`src/rtl/bomb_pkg.sv`:
```
// Shared types and constants for the bomb countdown controller.
// Digit widths follow the BCD ranges shown on the MM:SS display.
package bomb_pkg;

    typedef enum logic [1:0] {IDLE, RUN, DEFUSED, EXPLODED} state_t;

    typedef logic [3:0] min_t;
    typedef logic [2:0] tens_t;
    typedef logic [3:0] ones_t;

    localparam tens_t SEC_MAX_TENS = 3'd5;
    localparam ones_t SEC_MAX_ONES = 4'd9;

endpackage

```
`src/rtl/bomb_countdown_ctrl_if.sv`:
```
// Player controls and display/status outputs of the bomb countdown controller.
interface bomb_countdown_ctrl_if;
    import bomb_pkg::*;

    logic  arm;
    logic  defuse;
    min_t  min_q;
    tens_t sec_tens;
    ones_t sec_ones;
    logic  running;
    logic  defused;
    logic  explosion;

    modport master (
        output arm, defuse,
        input  min_q, sec_tens, sec_ones, running, defused, explosion
    );

    modport slave (
        input  arm, defuse,
        output min_q, sec_tens, sec_ones, running, defused, explosion
    );

endinterface

```
`src/rtl/bomb_tick_gen.sv`:
```
// Divides the board clock down to a one-cycle tick every CLK_FREQ enabled cycles.
module bomb_tick_gen #(
    parameter int unsigned CLK_FREQ = 50_000_000
) (
    input  logic clk,
    input  logic reset,
    input  logic clear,
    input  logic enable,
    output logic tick
);

    localparam int unsigned CW = $clog2(CLK_FREQ);
    localparam logic [CW-1:0] CNT_MAX = CW'(CLK_FREQ - 1);

    logic [CW-1:0] cnt_q, cnt_d;

    assign tick = enable && (cnt_q == CNT_MAX);

    always_comb begin
        cnt_d = cnt_q;
        if (clear) begin
            cnt_d = '0;
        end else if (enable) begin
            cnt_d = tick ? '0 : cnt_q + 1'b1;
        end
    end

    always_ff @(posedge clk or negedge reset) begin
        if (!reset) begin
            cnt_q <= '0;
        end else begin
            cnt_q <= cnt_d;
        end
    end

endmodule

```
`src/rtl/bomb_countdown_ctrl.sv`:
```
// Bomb game countdown: FSM plus BCD MM:SS down-counter driven by a 1 Hz tick.
// Ends in EXPLODED at 00:00 or DEFUSED if the player defuses first.
module bomb_countdown_ctrl
    import bomb_pkg::*;
#(
    parameter int unsigned CLK_FREQ  = 50_000_000,
    parameter int unsigned START_MIN = 5
) (
    input logic                   clk,
    input logic                   reset,
    bomb_countdown_ctrl_if.slave  bus
);

    localparam min_t START_VAL = min_t'(START_MIN);

    state_t state_q, state_d;
    min_t   mins_q, mins_d;
    tens_t  tens_q, tens_d;
    ones_t  ones_q, ones_d;
    logic   tick;

    // Divider only runs in RUN; held clear elsewhere so each arm starts a full second.
    bomb_tick_gen #(
        .CLK_FREQ (CLK_FREQ)
    ) u_tick_gen (
        .clk    (clk),
        .reset  (reset),
        .clear  (state_q != RUN),
        .enable (state_q == RUN),
        .tick   (tick)
    );

    always_comb begin
        state_d = state_q;
        mins_d  = mins_q;
        tens_d  = tens_q;
        ones_d  = ones_q;
        unique case (state_q)
            IDLE: begin
                if (bus.arm) begin
                    state_d = RUN;
                    mins_d  = START_VAL;
                    tens_d  = '0;
                    ones_d  = '0;
                end
            end
            RUN: begin
                // Defuse takes priority over a coincident tick, freezing the time.
                if (bus.defuse) begin
                    state_d = DEFUSED;
                end else if (tick) begin
                    if (ones_q != '0) begin
                        ones_d = ones_q - 4'd1;
                    end else begin
                        ones_d = SEC_MAX_ONES;
                        if (tens_q != '0) begin
                            tens_d = tens_q - 3'd1;
                        end else begin
                            tens_d = SEC_MAX_TENS;
                            mins_d = mins_q - 4'd1;
                        end
                    end
                    if (mins_d == '0 && tens_d == '0 && ones_d == '0) begin
                        state_d = EXPLODED;
                    end
                end
            end
            default: ;
        endcase
    end

    always_ff @(posedge clk or negedge reset) begin
        if (!reset) begin
            state_q <= IDLE;
            mins_q  <= START_VAL;
            tens_q  <= '0;
            ones_q  <= '0;
        end else begin
            state_q <= state_d;
            mins_q  <= mins_d;
            tens_q  <= tens_d;
            ones_q  <= ones_d;
        end
    end

    assign bus.min_q     = mins_q;
    assign bus.sec_tens  = tens_q;
    assign bus.sec_ones  = ones_q;
    assign bus.running   = (state_q == RUN);
    assign bus.defused   = (state_q == DEFUSED);
    assign bus.explosion = (state_q == EXPLODED);

endmodule
```
`src/flat_wrapper.sv`:
```
// flat-port wrapper written by rule: the top's interface ports become plain ports
module bomb_countdown_ctrl_flat import bomb_pkg::*;
#(
    parameter int unsigned CLK_FREQ  = 50_000_000,
    parameter int unsigned START_MIN = 5
)
  (clk, reset, bus_arm, bus_defuse, bus_min_q, bus_sec_tens, bus_sec_ones, bus_running, bus_defused, bus_explosion);
  bomb_countdown_ctrl_if bus_i ();
  input logic clk;
  input logic reset;
  input wire logic [$bits(bus_i.arm)-1:0] bus_arm;
  input wire logic [$bits(bus_i.defuse)-1:0] bus_defuse;
  output wire logic [$bits(bus_i.min_q)-1:0] bus_min_q;
  output wire logic [$bits(bus_i.sec_tens)-1:0] bus_sec_tens;
  output wire logic [$bits(bus_i.sec_ones)-1:0] bus_sec_ones;
  output wire logic [$bits(bus_i.running)-1:0] bus_running;
  output wire logic [$bits(bus_i.defused)-1:0] bus_defused;
  output wire logic [$bits(bus_i.explosion)-1:0] bus_explosion;
  assign bus_i.arm = bus_arm;
  assign bus_i.defuse = bus_defuse;
  assign bus_min_q = bus_i.min_q;
  assign bus_sec_tens = bus_i.sec_tens;
  assign bus_sec_ones = bus_i.sec_ones;
  assign bus_running = bus_i.running;
  assign bus_defused = bus_i.defused;
  assign bus_explosion = bus_i.explosion;
  bomb_countdown_ctrl #(.CLK_FREQ(CLK_FREQ), .START_MIN(START_MIN)) u_core (.clk(clk), .reset(reset), .bus(bus_i));
endmodule
```
`config.mk`:
```
export PLATFORM = sky130hd
export DESIGN_NAME = bomb_countdown_ctrl_flat
export DESIGN_NICKNAME = d
export VERILOG_FILES = /design/src/rtl/bomb_pkg.sv /design/src/rtl/bomb_countdown_ctrl_if.sv /design/src/rtl/bomb_tick_gen.sv /design/src/rtl/bomb_countdown_ctrl.sv /design/src/flat_wrapper.sv
export SDC_FILE = /design/constraint.sdc
export NUM_CORES = 1
export LEC_CHECK = 0
export ABC_AREA = 1
export CORE_MARGIN = 4
export CORE_UTILIZATION = 50
export CTS_BUF_LIST = sky130_fd_sc_hd__clkbuf_4 sky130_fd_sc_hd__clkbuf_8
export DETAILED_ROUTE_END_ITERATION = 12
export DONT_BUFFER_PORTS = 1
export GPL_ROUTABILITY_DRIVEN = 0
export PLACE_DENSITY = 0.68
export SLEW_MARGIN = 10
export SYNTH_ARGS = -nofsm -noshare
export SYNTH_HDL_FRONTEND = slang
export SYNTH_HIERARCHICAL = 1
export SYNTH_SLANG_ARGS = --single-unit
```
`constraint.sdc`:
```
create_clock -name clk -period 1.9 [get_ports clk]
set_input_delay 0.095 -clock clk [delete_from_list [all_inputs] [get_ports clk]]
set_output_delay 0.095 -clock clk [all_outputs]
set_load 0.01 [all_outputs]
```
==> out/results.txt <==
Buffers on Ports: 0
Critical Path Slowest Stage Cell: sky130_fd_sc_hd__dfrtp_1
Final Max Slew Viols: 0
instance area after placement: 0.00285 mm2
run status: complete, no violations
die width: 80.8 um
Total Power: 1580 uW
CTS tree: yes
routed via count: 2400
Antenna Violating Nets Remaining: 0
share of power burned in the clock network: 0.458
I/O pin cnt: 18
portion of total power attributed to sequential cells: 0.526
Post-synth EDFFs: 0
switching power as a share of total power: 0.200
share of synthesized area occupied by flip-flops and latches: 0.370
Syn Area/Cell: 7.25 um2
clock buffer count from CTS: 5
aggregate global routing overflow: 0
Setup Viol. Count Final: 0
maximum clock skew at final layout: 8.48 ps
Layout Cell Area excl Fill: 0.00311 mm2
count of mapped cells out of synthesis: 365
power density over the cells: 507 mW/mm2
net switching power: 315 uW
hold path cells: 4
highest achievable clock rate: 0.534 GHz
top cells by area in the synthesized netlist: sky130_fd_sc_hd__dfrtp_1 35%, sky130_fd_sc_hd__nand2_1 14%, sky130_fd_sc_hd__inv_1 6.9%
# fillers: 474
final WL: 6380 um
Initial Util: 0.518
Slew @ Worst Pin: 342 ps
fraction of layout instances using a drive strength above 1: 0.230
number of register bits inferred by synthesis: 39
leakage power: 0.00143 uW
die outline area: 0.00652 mm2
total global routing track utilization: 0.215
combinational fraction of design power: 0.016
commonest cells in the synthesized netlist: 97 x sky130_fd_sc_hd__nand2_1, 49 x sky130_fd_sc_hd__inv_1, 41 x sky130_fd_sc_hd__nor2_1
Reg2Reg Depth: 12
post-synth net total: 373
Final Hold Viols: 0
class of the most critical hold timing path: primary input to register
number of inserted diodes: 0
leading register cell type out of synthesis: sky130_fd_sc_hd__dfrtp_1
via count of the first global-routing pass: 2408
final hold slack: 65.8 ps
clock latency on the worst-skew pair: 300 ps
critical path peak fanout: 8
floorplan core area: 0.00511 mm2
Yosys top cell by area: sky130_fd_sc_hd__dfrtp_1
die extent in y: 80.8 um
RSZ-0062 raised after global routing: true
DR vias/cell: 5.15
Synth Cell Area: 0.00265 mm2
number of synthesis warnings: 6
fin crit period: 1870 ps
async set-reset flop share out of synthesis: 1.00
cells along the critical path: ha_2 > inv_2 > nor2_4 > nand2_2 > inv_2 > nand3_2 > nor4_4 > buf_4 > nand2_8 > nand2_8 > nand2_2 > a22o_1
portion of the clock cycle consumed by the worst path in the final layout: 0.985
DRC violation total after the first TritonRoute iteration: 168
Clock Pin Slew Worst Setup and Hold Paths: 80 ps
post-DR wirelength/cell: 13.7 um
cell internal power dissipation: 1260 uW
Initial DRT Pass Iterations: 4
portion of synthesized cell area occupied by the leading cell type: 0.350
layout-stage area growth over the synthesis result: 17.4%
# DRC: 0
Arr. time, crit path: 2060 ps
Worst setup EP type: register
initial antenna violation count: 0
placed wire-length estimate: 4690 um
number of levels in the clock H-tree: 2
number of nets in the layout: 403
crit path kind: register to register
relative slew slack: 0.772
Clock Root Buffer: sky130_fd_sc_hd__clkbuf_8
Distinct cells, synth: 35
endpoint required time on the critical path: 2080 ps
maximum clock path buffer count: 2
MaxCap Viol Count: 0
number of clock sinks: 39
worst IR drop on VDD: 0.333 mV
Placement Rows: 26
maximum number of pins on one net before global-route repair: 40
Critical Path Start Type: register
first-pass GRT wire length: 10800 um
delay contributed by the slowest stage of the critical path: 360 ps
most numerous cell in the Yosys netlist: sky130_fd_sc_hd__nand2_1
-- area by class of cell --
| cell class | count | area [um2] | area share |
|---|---|---|---|
| Clock buffer | 6 | 82.6 | 0.0266 |
| Clock inverter | 2 | 35.0 | 0.0113 |
| Inverter | 53 | 204 | 0.0656 |
| Multi-Input combinational cell | 271 | 1520 | 0.489 |
| Sequential cell | 39 | 978 | 0.315 |
| Tap cell | 70 | 87.6 | 0.0282 |
| Timing Repair Buffer | 25 | 203 | 0.0652 |
-- what timing repair did --
action	CTS	global route
hold buffers	3	0
setup buffers	0	4
setup endpoints to repair	0	14
endpoints found under the hold margin	40	0
resized for setup	0	18
-- state kept, by name (all words and copies together), names as in the netlist --
register / count
u_core/bus.min_q: 4
u_core/bus.sec_ones: 4
u_core/bus.sec_tens: 3
u_core/state_q: 2
u_core/u_tick_gen/cnt_q: 26
-- power groups by stage --
| stage | Combinational [uW] | Clock (uW) | Sequential [uW] |
|---|---|---|---|
| 2_1_floorplan | 0.0702 | 0 | 846 |
| 3_3_place_gp | 0.0700 | 0 | 846 |
| 3_5_place_dp | 0.0700 | 0 | 846 |
| 4_1_cts | 26.0 | 746 | 829 |
| 5_1_grt | 29.0 | 778 | 829 |
| 6_report | 24.4 | 723 | 830 |
-- per-stage QoR --
stage	setup slack, ps	setup TNS [ps]	instances	utilization
global placement	90.8	0	451	0.558
floorplan	0.0183	0	365	-
finish	28.2	0	466	0.609
CTS	20.2	0	462	0.589
global route	-108	-875	466	0.609
detailed placement	43.4	0	451	0.558
-- cells by family after synthesis --
kind of cell | Yosys count | share of synthesized area
AOI/OAI and AO/OA | 27 | 0.0591
xor gates and xnor gates | 12 | 0.0397
adders and majority gates | 4 | 0.0189
buffers and inverters | 55 | 0.0841
DFF | 39 | 0.370
and+or+nand+nor | 228 | 0.429
-- metal layers --
layer / vias up / wire (um) / track usage
li1: 1210 / - / -
met1: 1105 / 2830 / 0.266
met2: 71 / 3070 / 0.360
met3: 14 / 320 / 0.0432
met4: 0 / 164 / 0.103
met5: - / 0 / 0
-- layout by cell type, fill, tap and decap left out, drive strengths merged --
cell         synthesis  layout
a21oi                9       9
a22o                 1       1
buf                  2      23
bufinv               0       1
clkbuf               0       6
clkinv               0       1
dfrtp               37      37
dfstp                2       2
dlygate4sd3          0       2
ha                   4       4
inv                 53      53
nand2              112     112
nand3               28      28
nand3b               1       1
nand4                9       9
nor2                64      64
nor3                11      11
nor3b                1       1
nor4                 1       1
o21ai               10      10
o21bai               2       2
o22ai                4       4
o2bb2ai              1       1
or2                  1       1
xnor2                5       5
xor2                 7       7
-- critical path, delay by kind of cell, from the launching register on --
| kind | cells | cell delay (ps) |
|---|---|---|
| simple gates | 7 | 760 |
| compound gates | 1 | 170 |
| fa+ha+maj | 1 | 170 |
| flops | 1 | 360 |
| buf+inv | 3 | 290 |
-- final timing paths --
check | from | end | slack (ps)
min in group asynchronous | reset | u_core/u_tick_gen/cnt_q[3]$_DFFE_PN0P_ | 250
max in group asynchronous | reset | u_core/bus.min_q[2]$_DFFE_PN1P_ | 1380
min reg2reg | u_core/u_tick_gen/cnt_q[22]$_DFFE_PN0P_ | u_core/u_tick_gen/cnt_q[22]$_DFFE_PN0P_ | 540
max reg2reg | u_core/u_tick_gen/cnt_q[1]$_DFFE_PN0P_ | u_core/bus.sec_ones[1]$_DFFE_PN0P_ | 30
max | u_core/u_tick_gen/cnt_q[1]$_DFFE_PN0P_ | u_core/bus.sec_ones[1]$_DFFE_PN0P_ | 30
min | bus_defuse | u_core/state_q[0]$_DFFE_PN0P_ | 70
(Power assumes the default switching activity.)
